--- src/rtl/dfe_coeff_sequencer.sv ---
// dfe_coeff_sequencer: loads LEN coefficient words from RAM into the DFE, waits for its done flag,
// then gates the received-sample stream into the DFE; a reload drains, resets and reloads.
module dfe_coeff_sequencer #(
  parameter int PULSE_RESPONSE_LENGTH = 5,
  parameter int SIGNAL_RESOLUTION     = 8,
  parameter int COEF_BASE             = 0,
  parameter int ADDR_W                = 8,
  parameter int DRAIN_CYCLES          = 4,
  parameter int TIMEOUT_CYCLES        = 64
) (
  input  logic                         clk,
  input  logic                         rst,
  input  logic                         start,
  input  logic                         reload_req,
  output logic                         coef_rd_en,
  output logic [ADDR_W-1:0]            coef_rd_addr,
  input  logic [63:0]                  coef_rd_data,
  output logic                         dfe_rstn,
  output logic                         dfe_load_mem,
  output logic [7:0]                   dfe_location,
  output logic [63:0]                  dfe_mem_data,
  input  logic                         dfe_done_wait,
  input  logic [SIGNAL_RESOLUTION-1:0] s_data,
  input  logic                         s_valid,
  output logic                         s_ready,
  output logic [SIGNAL_RESOLUTION-1:0] dfe_signal_in,
  output logic                         dfe_signal_in_valid,
  output logic                         busy,
  output logic                         running,
  output logic                         timeout_err
);
  localparam int LEN = PULSE_RESPONSE_LENGTH;
  localparam int CW  = 16;
  typedef enum logic [2:0] {IDLE, DFE_RST, LOAD, WAIT_DONE, RUN, DRAIN, ERROR} state_t;
  state_t                         state_q, state_d;
  logic [CW-1:0]                  cnt_q, cnt_d;
  logic [SIGNAL_RESOLUTION-1:0]   sig_q;
  logic                           sig_vld_q;
  logic                           accept;
  always_ff @(posedge clk or posedge rst) begin
    if (rst) begin
      state_q   <= IDLE;
      cnt_q     <= '0;
      sig_q     <= '0;
      sig_vld_q <= 1'b0;
    end else begin
      state_q   <= state_d;
      cnt_q     <= cnt_d;
      sig_vld_q <= accept;
      if (accept) sig_q <= s_data;
    end
  end
  // one shared counter: load index, timeout and drain; it restarts on every state change
  always_comb begin
    state_d = state_q;
    case (state_q)
      IDLE, ERROR: state_d = start ? DFE_RST : state_q;
      DFE_RST:     state_d = LOAD;
      LOAD:        state_d = (cnt_q == CW'(LEN + 1)) ? WAIT_DONE : LOAD;
      WAIT_DONE:   state_d = dfe_done_wait ? RUN : (cnt_q == CW'(TIMEOUT_CYCLES - 1)) ? ERROR : WAIT_DONE;
      RUN:         state_d = reload_req ? DRAIN : RUN;
      DRAIN:       state_d = (cnt_q == CW'(DRAIN_CYCLES - 1)) ? DFE_RST : DRAIN;
      default:     state_d = IDLE;
    endcase
    cnt_d = (state_d != state_q) ? '0 : cnt_q + 1'b1;
  end
  assign dfe_load_mem        = state_q == LOAD;
  assign coef_rd_en          = dfe_load_mem && cnt_q < CW'(LEN);
  assign coef_rd_addr        = coef_rd_en ? ADDR_W'(COEF_BASE) + ADDR_W'(cnt_q) : '0;
  assign dfe_location        = dfe_load_mem ? (coef_rd_en ? 8'(cnt_q) : 8'(LEN - 1)) : '0;
  assign dfe_mem_data        = dfe_load_mem ? coef_rd_data : '0;
  assign dfe_rstn            = !rst && state_q != DFE_RST;
  assign s_ready             = state_q == RUN && !reload_req;
  assign accept              = s_valid && s_ready;
  assign dfe_signal_in       = sig_q;
  assign dfe_signal_in_valid = sig_vld_q;
  assign busy                = !(state_q inside {IDLE, RUN, ERROR});
  assign running             = state_q == RUN;
  assign timeout_err         = state_q == ERROR;
endmodule

--- config.mk ---
export PLATFORM = sky130hd
export DESIGN_NAME = dfe_coeff_sequencer
export DESIGN_NICKNAME = d
export VERILOG_FILES = /design/src/rtl/dfe_coeff_sequencer.sv
export SDC_FILE = /design/constraint.sdc
export NUM_CORES = 1
export LEC_CHECK = 0
export ABC_AREA = 1
export CAP_MARGIN = 20
export CORE_UTILIZATION = 31
export CTS_BUF_LIST = sky130_fd_sc_hd__clkbuf_8
export CTS_CLUSTER_SIZE = 20
export DETAILED_ROUTE_END_ITERATION = 6
export HOLD_SLACK_MARGIN = 0.1
export PLACE_DENSITY_LB_ADDON = 0.2
export SYNTH_ARGS = -nofsm -noshare
export SYNTH_HDL_FRONTEND = slang
export SYNTH_SLANG_ARGS = --single-unit
export TNS_END_PERCENT = 50
--- constraint.sdc ---
create_clock -name clk -period 1.8 [get_ports clk]
set_input_delay 0.54 -clock clk [delete_from_list [all_inputs] [get_ports clk]]
set_output_delay 0.54 -clock clk [all_outputs]
set_load 0.02 [all_outputs]
* Word-level counts from Yosys, hierarchy flattened *
Index checks and enable logic that the tools add are counted.

storage, ports and cells
  output and inout port bits = 96
  input bits = 78
  word-level logic and storage cells = 39
  register bits after elaboration = 28

operators by class
  $add $sub $neg = 1
  mux-type cells = 12
  equality and inequality tests = 11
  reduce and logical (&&, ||, !) cells = 10
  magnitude comparators = 1

operators with widths
  kind                     count
  $mux W64                 1
  $mux W8                  3
  $pmux W3 S6              1
  $add A16 B1 Y16 const B  1
  $eq A16 B2 Y1 const B    1
  $eq A16 B3 Y1 const B    1
  $eq A16 B6 Y1 const B    1
  $lt A16 B3 Y1 const B    1
  $mux W16                 1
  $mux W3                  4
  $eq A3 B3 Y1 const B     3
  $eq A3 B2 Y1 const B     2
  $logic_and A1 B1 Y1      4
  $eq A3 B1 Y1 const B     1
  $logic_not A1 Y1         3
  $logic_not A3 Y1         1
  $ne A3 B1 Y1 const B     1
  $ne A3 B3 Y1             1
  $reduce_bool A3 Y1       1
  $mux W1                  2
  $reduce_or A2 Y1         1

* Logic depth before layout (Yosys ltp) *
Gate-level depths: netlist of the first run.

  word-level depth = 6
  depth in mapped cells = 11
  mapped depth without buffers = 10

* Worst setup path after synthesis of the first run *
No wires, ideal clock.

  path type = flip-flop to output port
  start = register state_q[2]
  end = output port coef_rd_addr[0]
  arrival = 1620 ps
  path buffers = 0
  stages on the path, launching flop included = 8
  required time = 1260 ps
  slack = -360 ps
  path through = dfrtp_1 > inv_1 > nand3_2 > nor2_1 > nand2_1 > nor2_1 > inv_1 > nor2_1

between the ends
  cells in the longest elaborated chain, start to end = 3

ends and longest elaborated chain
  element                 RTL line  RTL
  from (decl)             35        state_t state_q, state_d;
  from (signal assigned)  47        state_q <= state_d;
  $eq A3 B2 Y1            67        assign dfe_load_mem = state_q == LOAD;
  $logic_and A1 B1 Y1     68        assign coef_rd_en = dfe_load_mem && cnt_q < CW'(LEN);
  named net coef_rd_en    15        output logic coef_rd_en,
  $mux W8                 69        assign coef_rd_addr = coef_rd_en ? ADDR_W'(COEF_BASE) + ADDR_W'(cnt_q) : '0;
  to (decl)               16        output logic [ADDR_W-1:0] coef_rd_addr,

The timed path passes the listed nets, and every way through them passes these cells.

* Final worst setup path of the first run *
  start = register cnt_q[14]
  end = output port dfe_location[2]

between the ends
  cells in the longest elaborated chain, start to end = 4

ends and longest elaborated chain
  element                 RTL line  RTL
  from (decl)             36        logic [CW-1:0] cnt_q, cnt_d;
  from (signal assigned)  48        cnt_q <= cnt_d;
  $lt A16 B3 Y1           68
  $logic_and A1 B1 Y1     68
  $mux W8 (2 in a row)    70        assign dfe_location = dfe_load_mem ? (coef_rd_en ? 8'(cnt_q) : 8'(LEN - 1)) : '0;
  to (decl)               20        output logic [7:0] dfe_location,

Every way passes these cells.

==> qor.txt, run 1 <==
Post-layout minimum cycle time: 2.09 ns
Maximum number of pins on one net before global-route repair: 29
Gate count of the mapped netlist: 348
Final Setup Violations: 75
DR vias: 2782
CP max FO: 2
Failing checks: negative setup slack
Fraction of registers with async set/reset: 100%
Effective utilization at floorplan: 32.1%
Hold Worst Slack: 0.483 ns
Global-route total usage across every layer: 21.5%
Bufs and invs on worst path: 2
Power after layout: 5.86 mW
Final setup TNS: -10.66 ns
Internal power contribution: 3.05 mW
Leakage Power: 2.48 nW
Area grow syn2layout: 111%
Worst setup slack before clock tree synthesis: -0.673 ns
Syn Std Cell Area: 2170 µm²
Yosys cell types: 28
Count of input and output buffers: 163
IO Count: 174
CTS tree: built
Cell depth of the worst setup path: 7
Clock Skews: 0.00299 ns
Clock net sink count: 28
Sequential share of power: 14.9%
Critical Path Sink Type: output port
Number of buffers inserted for hold repair after clock tree synthesis: 0
Core area: 6760 µm²
Type of the tightest min-delay check: register to register
Worst setup path category: register to output port
Worst-case vdd ir drop: 0.664 mV
Worst setup slack after layout: -0.289 ns
Antenna violation net count after detailed routing: 0
Total wirelength of the detailed-routed design: 8730 µm
Switch Pwr: 2.81 mW
Final core utilization: 67.8%
Critical path, cell by cell: nor2_2, nand2_2, nor2_4, nand2_2, o31ai_2, inv_1, buf_6
Category of cells accounting for the largest share of critical-path delay: simple AND/OR/NAND/NOR gates
Register area share after synthesis: 32.3%
Layout cells sized above 1: 39.2%
Outcome: finished, violations left
EDFF count, synth: 0
Switch share: 48.0%
Part of the total power dissipated in the clock network: 6.7%
Buffers from clock root to sink, at most: 2
Clock transition at the registers of the reported paths: 0.10 ns
Post-synthesis sequential element count: 28
Kind of start point of the critical path: register
Relative contribution of combinational cells to total power: 78.4%
Die span in x: 85.6 µm
Die area: 7330 µm²
Final Net Count: 641
Wire length of the first global-routing pass: 12600 µm
Number of synthesis warnings: 0
Htree depth: 1
Worst skew pair latency: 0.27 ns
Syn Area/Cell: 6.23 µm²
First DRT Iteration DRCs: 53
HPWL Detailed: 6440 µm
Biggest cell delay along the critical path: 0.40 ns
Highest Clock Rate: 479 MHz
Cell type of the slowest stage on the worst timing path: sky130_fd_sc_hd__dfrtp_1
RSZ-0062 raised after global routing: true
Number of global-route vias before repair: 2618
CTS root buf: sky130_fd_sc_hd__clkbuf_8
Cell with the most instances on the worst path: sky130_fd_sc_hd__nand2_2
Number of buffers created by CTS: 3
Antenna violations before repair: 0
Ant. Diodes: 0
Final critical-path share of the clock period: 116%
DRC violations left: 0
Required time of the critical path: 1.26 ns
Critical path data arrival time: 1.55 ns
Register-to-Register Path Depth: 10
Final number of max-transition violations: 0
Drt first pass iters: 4
Most instantiated flip-flop cell in the synthesis netlist: sky130_fd_sc_hd__dfrtp_1
Maximum Capacitance Violations: 0
Weighted congestion at the end of routability-driven global placement: 0.810
Total overflow reported by the global router: 0
Via-per-instance ratio: 4.35
FP Rows: 30
Cell depth of the worst hold path: 2
Pwr/cell area: 1280 nW/µm²
Die Y-Extent: 85.6 µm
Routed len/inst: 13.7 µm
Hold Vio Cnt, Final: 0
[Yosys cell counts (all sizes together), types with 3 or more instances]
| cell | count | area share (%) |
|---|---|---|
| ha | 3 | 1.7 |
| nor2 | 107 | 20 |
| nand4 | 6 | 1.7 |
| xnor2 | 4 | 1.6 |
| nand2 | 56 | 9.9 |
| inv | 88 | 15 |
| xor2 | 10 | 4.0 |
| nor3 | 6 | 1.4 |
| nand3 | 13 | 4.3 |
| buf | 15 | 4.9 |
| clkbuf | 3 | 0.52 |
| dfrtp | 28 | 32 |
[routing by layer]
layer	GRT usage, %	wire length, µm	vias to the layer above
met4	4.39	140	0
met2	39.6	4370	97
met1	26.5	3640	1276
met3	3.18	581	13
li1	-	-	1396
met5	0	0	-
[flip-flops by register name, summed over array words and instances (netlist names)]
signal,count
dfe_signal_in_valid,1
cnt_q,16
dfe_signal_in,8
state_q,3
[layout make-up]
type	count	area, µm²
sequential	28	701
fill	581	2180
multi-input combinational	221	1320
inverter	90	344
clock buffer	4	55.1
tap	80	100
timing repair buffer	216	2060
[metrics by stage]
step                std cells  instance area [µm²]
finish                    639                 4580
floorplan                 357                 2270
CTS                       633                 4290
global route              639                 4580
global placement          621                 4200
detailed placement        621                 4200
[logic make-up after synthesis]
logic type,Yosys count,synth area share [%]
and+or+nand+nor,189,37.7
DFF,28,32.3
other,1,0.173
AOI/OAI and AO/OA,5,1.44
buffers and inverters,108,21.0
xor gates and xnor gates,14,5.65
adders and majority gates,3,1.73
[power by group through the flow]
stage,Sequential (mW),Combinational (mW),Clock [mW]
CTS,0.873,4.05,0.410
detailed placement,0.876,3.89,0
global route,0.886,4.84,0.438
global placement,0.873,3.85,0
floorplan,1.03,1.87,0
finish,0.870,4.59,0.394
[layout by cell type (no fill, tap or decap), types with 6 or more instances in the layout]
cell,synthesis,routed
sky130_fd_sc_hd__dlymetal6s2s_1,0,7
sky130_fd_sc_hd__nor2_1,96,44
sky130_fd_sc_hd__nand2_1,54,50
sky130_fd_sc_hd__nor2_2,10,43
sky130_fd_sc_hd__nand4_1,6,6
sky130_fd_sc_hd__dfrtp_1,28,28
sky130_fd_sc_hd__xor2_1,10,10
sky130_fd_sc_hd__nor3_1,6,6
sky130_fd_sc_hd__conb_1,1,10
sky130_fd_sc_hd__inv_1,87,80
sky130_fd_sc_hd__nand3_1,9,7
sky130_fd_sc_hd__nand2_2,2,6
sky130_fd_sc_hd__inv_2,1,6
sky130_fd_sc_hd__buf_6,1,37
sky130_fd_sc_hd__nor2_4,1,20
sky130_fd_sc_hd__clkdlybuf4s50_1,0,76
sky130_fd_sc_hd__buf_4,10,87
[worst reg2reg max path, cell delays in order, from the launching register on]
cell and delay [ns]:
sky130_fd_sc_hd__dfrtp_1 0.43, sky130_fd_sc_hd__buf_6 0.15, sky130_fd_sc_hd__nor2_4 0.10, sky130_fd_sc_hd__nand2_2 0.10
sky130_fd_sc_hd__buf_6 0.13, sky130_fd_sc_hd__buf_4 0.13, sky130_fd_sc_hd__buf_4 0.13, sky130_fd_sc_hd__nand4_1 0.12
sky130_fd_sc_hd__nand3_4 0.12, sky130_fd_sc_hd__clkbuf_16 0.19, sky130_fd_sc_hd__nor2_1 0.08
[what timing repair did]
item,CTS,global route
resized for setup,411,69
endpoints found under the setup margin,79,99
setup buffers,7,7
cloned,1,1
pin swaps,12,8
[final timing paths]
| kind | slack (ns) | endpoint | start |
|---|---|---|---|
| max in group asynchronous | 1.01 | cnt_q[10] | rst |
| setup reg to reg | 0.07 | cnt_q[4] | state_q[1] |
| min in group asynchronous | 0.52 | state_q[1] | rst |
| hold / removal | 0.48 | dfe_signal_in[7] | dfe_signal_in[7] |
| setup / recovery | -0.29 | dfe_location[2] | cnt_q[14] |
| hold reg to reg | 0.48 | dfe_signal_in[7] | dfe_signal_in[7] |
(Power assumes the default switching activity.)
==> run 2: changes to the inputs <==
- ABC_CLOCK_PERIOD_IN_PS: unset -> 1800
==> results of run 2 <==
No change in the layout: final DEF, timing and power equal those of run 1.
==> RTL change 1, RTL diff (config.mk and constraints of run 1) <==
Make the reset (`rst`) synchronous in one clocked block.
--- a/src/rtl/dfe_coeff_sequencer.sv
+++ b/src/rtl/dfe_coeff_sequencer.sv
@@ -37,7 +37,7 @@
   logic [SIGNAL_RESOLUTION-1:0]   sig_q;
   logic                           sig_vld_q;
   logic                           accept;
-  always_ff @(posedge clk or posedge rst) begin
+  always_ff @(posedge clk) begin
     if (rst) begin
       state_q   <= IDLE;
       cnt_q     <= '0;
Formal check against the unedited RTL: differs if rst is asserted again (counterexample within 4 cycles, from zero or initial values and one cycle with rst high); with rst held inactive, the same outputs for 10 cycles.
==> RTL change 1 against run 1 <==
  * The run still ends with negative setup slack left
  * Global-route usage up 1.4 points
  * Setup slack worse by 0.059 ns
  * Die area down 0.18%
  * Non-clock buffer count grew 16
  * Wire length up 15%
  * Area after synthesis down 0.17%
  * Final area rose by 14%
  * Via count increased by 8.7%
  * Sequential share of layout area is 4.4 points lower
  * Clock skew is essentially flat
  * Sequential cell count stayed put
  * Critical endpoint is now coef_rd_addr[1]
Power is not compared: it rests on default switching activity, and its combinational part moved more than twofold at a synthesized area within 25%.
==> RTL change 1: results (changes against run 1) <==
[run_status]
outcome=finished, violations left  ; unchanged
violations=negative setup slack  ; unchanged

[finish]
clock_area_frac=0.007917  ; was 0.01203
signal_buffers=232  ; was 216
diodes=0  ; unchanged
fill_cells=431  ; was 581
multi_input_area_share=0.3208  ; was 0.2875
regMostFlops=cnt_q  ; unchanged
largest_reg_flops=16  ; unchanged
instances_no_fill=675  ; was 639
buf_share=0.4717  ; was 0.4504
final_layout_size_suffix_gt1_frac=0.4336  ; was 0.3918
multi_input_gates=235  ; was 221
non_clock_inverter_count=97  ; was 90
seq_share=0.1092  ; was 0.1530

[routing]
vias=3024  ; was 2,782
drtIter0Drc=82  ; was 53
wire_per_inst_um=14.85  ; was 13.66 um
dr_wl_met2_um=5309  ; was 4368 um
dr.pass1.iters=5  ; was 4
met3_length_um=571  ; was 581 um
drt-met1-wl_um=3808  ; was 3635 um
top_layer=met5  ; was met4

[setup_path]
crit_end=coef_rd_addr[1]  ; was dfe_location[2]
arrival_ns=1.61  ; was 1.55 ns
reg2reg_depth=11  ; was 10
regToRegStartpoint=state_q[0]  ; was state_q[1]
r2r_end=cnt_q[2]  ; was cnt_q[4]
crit_path_start=cnt_q[9]  ; was cnt_q[14]
worstPathMaxFanout=5  ; was 2

[timing]
clock_skew_ns=0.002994  ; was 0.002988 ns
setup-violations-final=68  ; was 75
worst_hold_slack_ns=0.4614  ; was 0.4832 ns
layout_setup_ws_ns=-0.3473  ; was -0.2887 ns

[placement]
hpwl_um=6430  ; was 6441 um
port_buffers=163  ; unchanged
dp.cells=652  ; was 621
gp_congestion=0.8828  ; was 0.8095
pre_cts_ws_ns=-0.6070  ; was -0.6727 ns

[clocking]
clk_latency_ns=0.27  ; about the same
cts_sinks=28  ; unchanged
clockBufferDepth=2  ; unchanged
clkTransAtPathRegs_ns=0.09

[grt]
grt_max_degree=17  ; was 29
antenna_found_initial=1  ; was 0
grt_pass1_vias=2742  ; was 2,618
grt_pass1_wl_um=13370  ; was 12,550 um
grt_usage=0.2284  ; was 0.2147

[synth]
synthTopCellsByCount=nor2_1, inv_1, nand2_1, dfxtp_1, nand3_1  ; was nor2_1, inv_1, nand2_1, dfrtp_1
seq_area_frac_synth=0.2590  ; was 0.3231
synth.top_cells.by_area=dfxtp_1, nor2_1, inv_1  ; was dfrtp_1, nor2_1, inv_1
postSynthCellCount=373  ; was 348
async_flop_share=0  ; was 1.000
yosysWarnings=0  ; unchanged

[hold_path]
hp-class=reg2reg  ; unchanged
holdPathEnd=dfe_signal_in[7]  ; unchanged
holdCritStartpoint=dfe_signal_in[7]  ; unchanged

[pwr]
ir_worst_vdd_mv=0.3800

## RTL change 1: changes by cell type after synthesis, moves of 8 or more
| cell | before | now |
|---|---|---|
| dfrtp_1 | 28 | 0 |
| nand3_1 | 9 | 21 |
| a21oi_1 | 1 | 11 |
| nor2_1 | 96 | 104 |
| nand2_1 | 54 | 40 |
| dfxtp_1 | 0 | 28 |
## RTL change 1: metal layers
layer | GRT usage | up-vias
met2 | 0.4204 | 116
met4 | 0.05758 | 2
met5 | 0 | -
met1 | 0.2771 | 1379
li1 | - | 1497
met3 | 0.03465 | 30
## RTL change 1: kinds of logic (layout without fill, tap and decap cells)
family / Yosys count / count (layout) / synth area share
other cells: 1 / 10 / 0.001732
xor+xnor: 13 / 13 / 0.05260
buf+inv: 119 / 332 / 0.2289
fa+ha+maj: 3 / 3 / 0.01734
simple gates: 194 / 194 / 0.4035
flops: 28 / 28 / 0.2590
compound gates: 15 / 15 / 0.03700
## RTL change 1: through the flow
| step | TNS [ns] | util | area [um2] | power (mW) |
|---|---|---|---|---|
| global route | -14.36 | 0.7719 | 5215 | 2.699 |
| global placement | -39.87 | 0.6376 | 4308 | 1.785 |
| finish | -10.70 | 0.7719 | 5215 | 2.585 |
| detailed placement | -40.60 | 0.6376 | 4308 | 1.794 |
| floorplan | -2.079 | - | 2317 | 1.209 |
| CTS | -8.328 | 0.7087 | 4788 | 2.391 |
## RTL change 1: worst max-delay path, stage by stage, from the launching register on
cell and delay (ns):
dfxtp_2 0.33, nor2_2 0.10, nand2_1 0.07, nor2_2 0.15, nand3_2 0.12, a211oi_4 0.23
inv_4 0.12, nor2_4 0.10, buf_6 0.12
## RTL change 1: timing repair
action / CTS / global route
pin swaps: 13 / 13
resized for setup: 504 / 111
setup endpoints to repair: 77 / 85
gates cloned: 5 / 0
setup buffers: 9 / 9
==> RTL change 2, RTL diff (settings of run 1) <==
Made on the original files. The parameter `ADDR_W` goes from 8 to 7.
--- a/src/rtl/dfe_coeff_sequencer.sv
+++ b/src/rtl/dfe_coeff_sequencer.sv
@@ -4,7 +4,7 @@
   parameter int PULSE_RESPONSE_LENGTH = 5,
   parameter int SIGNAL_RESOLUTION     = 8,
   parameter int COEF_BASE             = 0,
-  parameter int ADDR_W                = 8,
+  parameter int ADDR_W                = 7,
   parameter int DRAIN_CYCLES          = 4,
   parameter int TIMEOUT_CYCLES        = 64
 ) (
Ports: changed (resized coef_rd_addr); port bits go from 174 to 173. No check against the original RTL was run, so the function may have changed too.
==> RTL change 2 against run 1 <==
  * The flow still finishes with violations (negative setup slack)
  * Maximum frequency barely moved
  * Area after synthesis grew 3.2%
  * Sequential cell count stayed put
  * Sequential share of layout area down 0.55 points
  * Power up 1.8%
  * Wire length shrank 5.1%
  * Final area increased by 3.7%
  * Setup slack better by 0.0019 ns
  * Critical path type unchanged
==> RTL change 2: results (changes against run 1) <==
[run_status]
outcome=finished, violations left  ; unchanged
violations=negative setup slack  ; unchanged

[grt]
grt_usage=0.1868  ; was 0.2147
grt_pass1_wl_um=11300  ; was 12,550 um
grt_pass1_vias=2391  ; was 2,618

[hold_path]
holdCritStartpoint=dfe_signal_in[3]  ; was dfe_signal_in[7]
holdPathEnd=dfe_signal_in[3]  ; was dfe_signal_in[7]

[placement]
dpl_cell_area_um2=4347  ; was 4198 um2
pre_cts_ws_ns=-0.5851  ; was -0.6727 ns
gp_congestion=0.8187  ; was 0.8095
dp.cells=646  ; was 621

[synth]
synth_compound_area_frac=0.01398  ; was 0.01443
synth.top_cells.by_area=dfrtp_1, nor2_1, inv_1  ; unchanged
seq_area_frac_synth=0.3132  ; was 0.3231
synth_xor_area_frac=0.05481  ; was 0.05655
synthDistinctLibCells=29  ; was 28
synthTopCellsByCount=nor2_1, inv_1, nand2_1, dfrtp_1, nor2_4  ; was nor2_1, inv_1, nand2_1, dfrtp_1

[pwr]
p_sw_mw=2.841  ; was 2.812 mW
ir_worst_vdd_mv=0.7911  ; was 0.6645 mV
p_per_area_nw_per_um2=1256  ; was 1279 nW/um2
comb_cell_power_mw=4.71  ; was 4.59 mW

[setup_path]
worstPathMaxFanout=5  ; was 2
crit_end=coef_rd_addr[2]  ; was dfe_location[2]
reg2reg_depth=11  ; was 10
r2r_end=cnt_q[7]  ; was cnt_q[4]

[finish]
fin_nets=644  ; was 641
fill_cells=561  ; was 581

[routing]
drtIter0Drc=97  ; was 53
vias=2772  ; was 2,782
finalWirelength_um=8285  ; was 8726 um

[timing]
setup-violations-final=75  ; unchanged
clock_skew_ns=0.002871  ; was 0.002988 ns
layout_setup_ws_ns=-0.2868  ; was -0.2887 ns

[clocking]
clkTransAtPathRegs_ns=0.09

## RTL change 2: what timing repair did
item                                    4_1_cts  5_1_grt
buffers inserted                              1        6
endpoints found under the setup margin       78       99
hold endpoints to repair                      0        0
pin swaps                                     7        8
gates cloned                                  0        1
resized for setup                           370      146
## RTL change 2: metal layers
layer | vias up | routed length (um) | GRT usage | share of wire
li1 | 1407 | - | - | -
met1 | 1269 | 3026 | 0.2179 | 0.37
met2 | 88 | 4539 | 0.3479 | 0.55
met3 | 8 | 637 | 0.04645 | 0.077
met4 | 0 | 80 | 0.03030 | 0.0097
met5 | - | 0 | 0 | 0
## RTL change 2: tightest hold or removal path: stages (launching register included)
cell,delay (ns)
dfrtp_1,0.35
nand2_1,0.05
nand2_1,0.06
## RTL change 2: final cells by class
cell class | count | share of cell area
well taps | 96 | 0.02530
multi-input cells | 220 | 0.2943
inverters | 91 | 0.07352
repair buffers | 219 | 0.4477
clock buffers | 4 | 0.01159
flip-flops and latches | 28 | 0.1476
